**config.mk**
```make
export PLATFORM = sky130hd
export DESIGN_NAME = divide_control
export DESIGN_NICKNAME = d
export VERILOG_FILES = /design/src/rtl/divide_control.sv
export SDC_FILE = /design/constraint.sdc
export NUM_CORES = 1
export LEC_CHECK = 0
export CORE_MARGIN = 2
export CORE_UTILIZATION = 65
export DETAILED_ROUTE_END_ITERATION = 16
export DONT_BUFFER_PORTS = 1
export MAX_ROUTING_LAYER = met4
export PLACE_DENSITY = 0.81
export SETUP_SLACK_MARGIN = 0.1
export SLEW_MARGIN = 20
export SYNTH_ARGS = -nofsm -noshare
export SYNTH_HDL_FRONTEND = slang
export SYNTH_SLANG_ARGS = --single-unit
```
**constraint.sdc**
```tcl
create_clock -name Clk -period 5.75 [get_ports Clk]
set_clock_uncertainty 0.05 [all_clocks]
set_input_delay 0.8625 -clock Clk [delete_from_list [all_inputs] [get_ports Clk]]
set_output_delay 0.8625 -clock Clk [all_outputs]
set_load 0.01 [all_outputs]
```
**src/rtl/divide_control.sv**
```systemverilog
// ---------------------------------------------------------------------------
// divide_control
//
// Sequential shift-subtract (restoring) unsigned divider with its own small
// datapath. One press of the Execute switch runs exactly one division.
// The block then parks in Halt until the switch is released, so a held
// switch can never start a second division.
//
// Handshake: Execute is a level, not a pulse. A division starts when
// Execute=1 is seen in Start. Busy is high while the operation runs
// (Load/Shift/Sub). Done is high in Halt, and stays high until Execute is
// seen low. Operands are captured only in Load.
//
// Ports:
//   Clk          system clock, all state updates on posedge
//   Reset        asynchronous active-low reset
//   Execute      start switch, level-sensitive
//   Dividend     unsigned dividend, sampled in Load
//   Divisor      unsigned divisor, sampled in Load
//   Quotient     quotient register Q
//   Remainder    remainder register R
//   Busy         high in Load, Shift, Sub
//   Done         high in Halt
//   Div_By_Zero  set when the divisor captured in Load was zero
// ---------------------------------------------------------------------------
module divide_control #(
  parameter int WIDTH = 8
) (
  input  logic             Clk,
  input  logic             Reset,
  input  logic             Execute,
  input  logic [WIDTH-1:0] Dividend,
  input  logic [WIDTH-1:0] Divisor,
  output logic [WIDTH-1:0] Quotient,
  output logic [WIDTH-1:0] Remainder,
  output logic             Busy,
  output logic             Done,
  output logic             Div_By_Zero
);

  localparam int CW = $clog2(WIDTH + 1);

  // state_q is the observable FSM state for checkers and debug.
  typedef enum logic [2:0] {
    ST_START = 3'd0,
    ST_LOAD  = 3'd1,
    ST_SHIFT = 3'd2,
    ST_SUB   = 3'd3,
    ST_HALT  = 3'd4
  } state_e;

  state_e state_q, state_d;

  logic [WIDTH-1:0] quo_q, quo_d;
  logic [WIDTH-1:0] rem_q, rem_d;
  logic [WIDTH-1:0] dvs_q, dvs_d;
  logic [CW-1:0]    count_q, count_d;
  logic             dbz_q, dbz_d;
  logic             busy_q, done_q;

  // One extra bit, so that a remainder with its MSB set after the shift
  // cannot wrap around and look like a successful subtraction.
  logic [WIDTH:0]   trial;

  assign trial = {1'b0, rem_q} - {1'b0, dvs_q};

  // -------------------------------------------------------------------------
  // Next-state logic
  // -------------------------------------------------------------------------
  always_comb begin
    state_d = state_q;
    case (state_q)
      ST_START: if (Execute) state_d = ST_LOAD;
      ST_LOAD:  state_d = (Divisor == '0) ? ST_HALT : ST_SHIFT;
      ST_SHIFT: state_d = ST_SUB;
      ST_SUB:   state_d = (count_q == CW'(1)) ? ST_HALT : ST_SHIFT;
      ST_HALT:  if (!Execute) state_d = ST_START;
      // Illegal encodings recover to Start.
      default:  state_d = ST_START;
    endcase
  end

  // -------------------------------------------------------------------------
  // Datapath next values
  // -------------------------------------------------------------------------
  always_comb begin
    quo_d   = quo_q;
    rem_d   = rem_q;
    dvs_d   = dvs_q;
    count_d = count_q;
    dbz_d   = dbz_q;
    case (state_q)
      ST_LOAD: begin
        dvs_d   = Divisor;
        count_d = CW'(WIDTH);
        dbz_d   = (Divisor == '0);
        if (Divisor == '0) begin
          // Divide by zero: all-ones quotient, dividend kept as remainder.
          quo_d = '1;
          rem_d = Dividend;
        end else begin
          quo_d = Dividend;
          rem_d = '0;
        end
      end
      ST_SHIFT: begin
        // {R,Q} shifts left as one register; a zero enters Q[0].
        {rem_d, quo_d} = {rem_q, quo_q} << 1;
      end
      ST_SUB: begin
        if (!trial[WIDTH]) begin
          rem_d    = trial[WIDTH-1:0];
          quo_d[0] = 1'b1;
        end
        count_d = count_q - CW'(1);
      end
      default: ;
    endcase
  end

  // -------------------------------------------------------------------------
  // State and datapath registers
  // -------------------------------------------------------------------------
  always_ff @(posedge Clk or negedge Reset) begin
    if (!Reset) begin
      state_q <= ST_START;
      quo_q   <= '0;
      rem_q   <= '0;
      dvs_q   <= '0;
      count_q <= '0;
      dbz_q   <= 1'b0;
      busy_q  <= 1'b0;
      done_q  <= 1'b0;
    end else begin
      state_q <= state_d;
      quo_q   <= quo_d;
      rem_q   <= rem_d;
      dvs_q   <= dvs_d;
      count_q <= count_d;
      dbz_q   <= dbz_d;
      // Registered from the next state, so they track state_q exactly.
      busy_q  <= (state_d == ST_LOAD) || (state_d == ST_SHIFT) ||
                 (state_d == ST_SUB);
      done_q  <= (state_d == ST_HALT);
    end
  end

  assign Quotient    = quo_q;
  assign Remainder   = rem_q;
  assign Busy        = busy_q;
  assign Done        = done_q;
  assign Div_By_Zero = dbz_q;

  // -------------------------------------------------------------------------
  // Invariants
  // -------------------------------------------------------------------------
  a_busy_done_excl : assert property (@(posedge Clk) disable iff (!Reset)
    !(busy_q && done_q));

  a_rem_below_divisor : assert property (@(posedge Clk) disable iff (!Reset)
    (state_q == ST_SUB) |=> (rem_q < dvs_q));

endmodule

```
; Word-level counts from Yosys, hierarchy flattened
; Index checks and enable logic that the tools add are counted.
; W data, S select, Z words.
[word_totals]
ff_bits = 34
output_inout_bits = 19
word_cells = 42
[classes]
add_sub_neg = 2
n_eq_ne = 10
mux = 13
reduce_logical = 8
[ops]
columns = cell, n
row1 = $mux W8, 3
row2 = $pmux W8 S3, 1
row3 = $pmux W3 S5, 1
row4 = $pmux W7 S2, 1
row5 = $eq A3 B2 Y1 const B, 4
row6 = $mux W3, 4
row7 = $sub A8 B8 Y9, 1
row8 = $logic_not A8 Y1, 1
row9 = $pmux W4 S2, 1
row10 = $eq A3 B1 Y1 const B, 2
row11 = $eq A3 B3 Y1 const B, 2
row12 = $eq A4 B1 Y1 const B, 1
row13 = $reduce_bool A2 Y1, 2
row14 = $sub A4 B1 Y4 const B, 1
row15 = $logic_not A3 Y1, 1
row16 = $pmux W1 S3, 1
row17 = $reduce_bool A3 Y1, 1
row18 = $logic_or A1 B1 Y1, 2
row19 = $ne A2 B2 Y1 const B, 1
row20 = $reduce_and A2 Y1, 1
row21 = $mux W1, 1

; Longest topological paths before layout
[depth]
depth_word = 6
depth_mapped = 9
mapped_depth_nobuf = 8

; Least setup slack after synthesis
; No wires, ideal clock.
[synth_timing]
kind = register to register
startpoint = reg rem_q[0], in the netlist Remainder[0]
endpoint = reg quo_q[0], in the netlist Quotient[0]
setup_ns = 0.125
t_arrival_ns = 2.081
required_ns = 5.575
slack_ns = 3.494
stages_incl_launch_ff = 10
path_buffers = 1
synth_period_minus_slack_ns = 2.256
path_cell_list = dfrtp_1 -> inv_1 -> ha_1 -> fa_1 -> nor2b_1 -> o31ai_2 -> a21oi_2 -> or2_1 -> buf_4 -> mux2_4
[synth_between]
elab_chain_cells = 3
[synth_rtl]
columns = element, line_no
row1 = "start, declared", 55  ; logic [WIDTH-1:0] rem_q, rem_d;
row2 = "start signal, assigned", 137  ; rem_q <= rem_d;
row3 = $sub A8 B8 Y9, 65  ; assign trial = {1'b0, rem_q} - {1'b0, dvs_q};
row4 = $ne A2 B2 Y1 (no line), -
row5 = $reduce_and A2 Y1 (no line), -
row6 = "end signal, assigned", 136  ; quo_q <= quo_d;
row7 = "end, declared", 54  ; logic [WIDTH-1:0] quo_q, quo_d;
; Every way passes these cells.
; A chain may end at the register's enable or synchronous reset.

; Worst setup path after layout
[layout_timing]
startpoint = reg rem_q[0], in the netlist Remainder[0]
endpoint = reg rem_q[7], in the netlist Remainder[7]
[layout_between]
elab_chain_cells = 3
[layout_rtl]
columns = element, line_no
row1 = $sub A8 B8 Y9 (*), 65
row2 = $mux W8 / $ne A2 B2 Y1 (equally long branches), -
row3 = $pmux W8 S3 / $reduce_and A2 Y1 (equally long branches), -
; Mark *: on every way between the ends. The rest lies on a longest branch, timed or not. The select of a mux whose other input is x is not followed.

==> impl_metrics.tcl <==
set metrics [dict create \
    crit_path_start "Remainder[0]" \
    wl_per_cell_um 18.7 \
    min_period_over_period_pct 45.8 \
    start_util_pct 66.7 \
    cp_slowest_stage_delay_ns 0.45 \
    clock_latency_ns 0.35 \
    dp_slack_ns 3.17 \
    power_frac_comb_pct 57.0 \
    area_growth_pct 3.81 \
    fin_crit_ns 2.63 \
    diodes 0 \
    pwr-share-seq_pct 33.5 \
    worst_ep_arrival_time_ns 2.82 \
    core_um2 3000 \
    worstReg2RegStart "Remainder[0]" \
    clock_path_buffers 2 \
    cts_tree "done" \
    r2r-end "Remainder[7]" \
    worstPathRequired_ns 5.94 \
    min_path_type "in2async" \
    routed_wl_um 4640 \
    met3_usage_pct 8.08 \
    finalSetupTns_ns 0 \
    cp-endpoint "Remainder[7]" \
    worst_setup_path_end_kind "flip-flop" \
    clkTransAtPathRegs_ns 0.11 \
    switching_power_uw 716 \
    syn_area_per_cell_um2 9.45 \
    max_slew_margin_pct 41.8 \
    crit_chain "inv_1 > ha_1 > fa_1 > nor2b_1 > o31ai_2 > a21oi_2 > or2_1 > mux2_4" \
    report.final.setup_viol 0 \
    synthesis.nets 242 \
    cts.repair.resized 0 \
    synth_top_area_share_pct 42.5 \
    grt_usage_pct 30.6 \
    ant_nets 0 \
    hold_buffers 0 \
    dp_hpwl_um 3480 \
    fill_cells 240 \
    post_cts_buffers 0 \
    crit_slowest_cell "dfrtp_1" \
    internal_power_uw 802 \
    layout-drive-gt1-share_pct 11.2 \
    rows 20 \
    grt_setup_unrepaired "no" \
    routed_via_density 6.69 \
    grt.overflow.total 0 \
    yosys-top-cells-area "dfrtp_1, ha_1, nand2_1, o21ai_0, mux2_4" \
    r2r_setup_slack_ns 3.12 \
    die_height_um 59.5 \
    synth_enable_flop_cells 0 \
    run_status "complete, no violations" \
    yosysUniqueCellTypes 54 \
    numCtsBuffers 5 \
    port_buffers 0 \
    synth_cells 212 \
    drc 0 \
    power_density_nw_per_um2 730 \
    maxCapViolations 0 \
    synthesis.area_um2 2000 \
    grt_pass1_wl_um 7630 \
    cts_max_level 2 \
    synth_top_cells_by_count "dfrtp_1, nand2_1, o21ai_0, inv_1" \
    clock-sinks 34 \
    finalMaxSlewViolations 0 \
    irDropWorstVdd_mv 0.374 \
    antenna_found_initial 0 \
    fmax_ghz 0.380 \
    synth-seq-cells 34 \
    synth_top_area_cell "dfrtp_1" \
    grt_max_degree 35 \
    critPathKind "reg2reg" \
    use_met2_pct 47.4 \
    dieArea_um2 3540 \
    num_vias 1658 \
    dieWidth_um 59.5 \
    synth.most_common_cell "dfrtp_1" \
    swShare_pct 47.2 \
    use_met1_pct 39.2 \
    reg2reg_depth 8 \
    yosys_most_used_dff "dfrtp_1" \
    synth-seq-area-share_pct 42.5 \
    grt_busiest_layer "met2" \
    critPathMaxFanout 9 \
    nNetsFinal 244 \
    leakage_nw 0.915 \
    setup_slack_ns 3.12 \
    finalHoldViolCount 0 \
    root_buffer "clkbuf_4" \
    yosysWarnings 0 \
    crit_path_start_kind "flip-flop" \
    boundaryPins 38 \
    place.gp.congestion 0.905 \
    drtPass1Iterations 4 \
    tightest_slew_ns 0.870 \
    clockPowerShare_pct 9.4 \
    async_flop_share_pct 100 \
    first_global_vias 1553 \
    drtIter0Drc 155 \
]
## power by group through the flow
stage	Clock, mW	Combinational [mW]	Sequential, mW
after floorplan	0	0.719	0.461
after global placement	0	0.795	0.507
after detailed placement	0	0.845	0.514
after CTS	0.144	0.848	0.508
after global routing	0.156	0.955	0.526
final	0.143	0.866	0.508
## routing by layer
metal / share of wire (%) / up-vias
met5: 0 / -
met4: 1.6 / 0
met3: 8.8 / 12
met2: 48 / 80
met1: 41 / 793
li1: - / 773
## placed cells by master, fill, tap and decap left out, drive strengths merged, types with 2 or more instances in the layout
cell,n
dfrtp,34
nand2,25
o21ai,24
inv,14
nor2,10
ha,10
o22ai,9
nor3,9
a21oi,8
nand2b,7
nand3,7
clkbuf,7
mux2,6
nor2b,3
mux2i,3
or4,3
or2,3
a31oi,2
o21a,2
a22oi,2
a211oi,2
nand3b,2
o31ai,2
or3b,2
## sequential cells by signal (all words and copies together) (netlist names)
register     flops
Quotient         8
Div_By_Zero      1
count_q          4
dvs_q            8
Remainder        8
state_q          3
Busy             1
Done             1
## kinds of logic after synthesis
kind of cell | share of synthesized area (%)
DFF | 42.5
buffers and inverters | 4.25
adders and majority gates | 7.25
and+or+nand+nor | 20.0
xor gates and xnor gates | 0.437
AOI/OAI and AO/OA | 20.0
muxes | 5.62
## worst min path at each step
stage                     startpoint           end  slack [ns]  cells after the start
final                          Reset      dvs_q[6]        0.13                      0
after global routing           Reset  Remainder[5]        0.11                      0
after CTS                      Reset  Remainder[5]        0.13                      0
after detailed placement    dvs_q[7]      dvs_q[7]        0.47                      2
after global placement      dvs_q[0]      dvs_q[0]        0.46                      1
after floorplan             dvs_q[0]      dvs_q[0]        0.43                      1
## worst max-delay path, delay by kind of cell (launching register included)
| kind | cells | cell delay, ns |
|---|---|---|
| fa+ha+maj | 2 | 0.62 |
| simple gates | 2 | 0.65 |
| mux | 1 | 0.34 |
| compound gates | 2 | 0.33 |
| buf+inv | 1 | 0.07 |
| flops | 1 | 0.45 |
## layout make-up
class | instances | area [um^2] | area share, %
well taps | 33 | 41.3 | 1.99
clock buffers | 7 | 55.1 | 2.65
multi-input cells | 158 | 1070 | 51.3
clock inverters | 1 | 5.00 | 0.241
inverters | 14 | 52.6 | 2.53
repair buffers | 1 | 7.51 | 0.361
flip-flops and latches | 34 | 851 | 40.9
## through the flow
| stage | hold slack [ns] | power [mW] | instances | utilization (%) | cell area (um^2) |
|---|---|---|---|---|---|
| floorplan | 0.435 | 1.18 | 212 | - | 2000 |
| global placement | 0.460 | 1.30 | 240 | 67.3 | 2020 |
| detailed placement | 0.470 | 1.36 | 240 | 67.3 | 2020 |
| CTS | 0.132 | 1.50 | 248 | 69.3 | 2080 |
| global route | 0.109 | 1.64 | 248 | 69.3 | 2080 |
| finish | 0.135 | 1.52 | 248 | 69.3 | 2080 |
(Power assumes the default switching activity.)
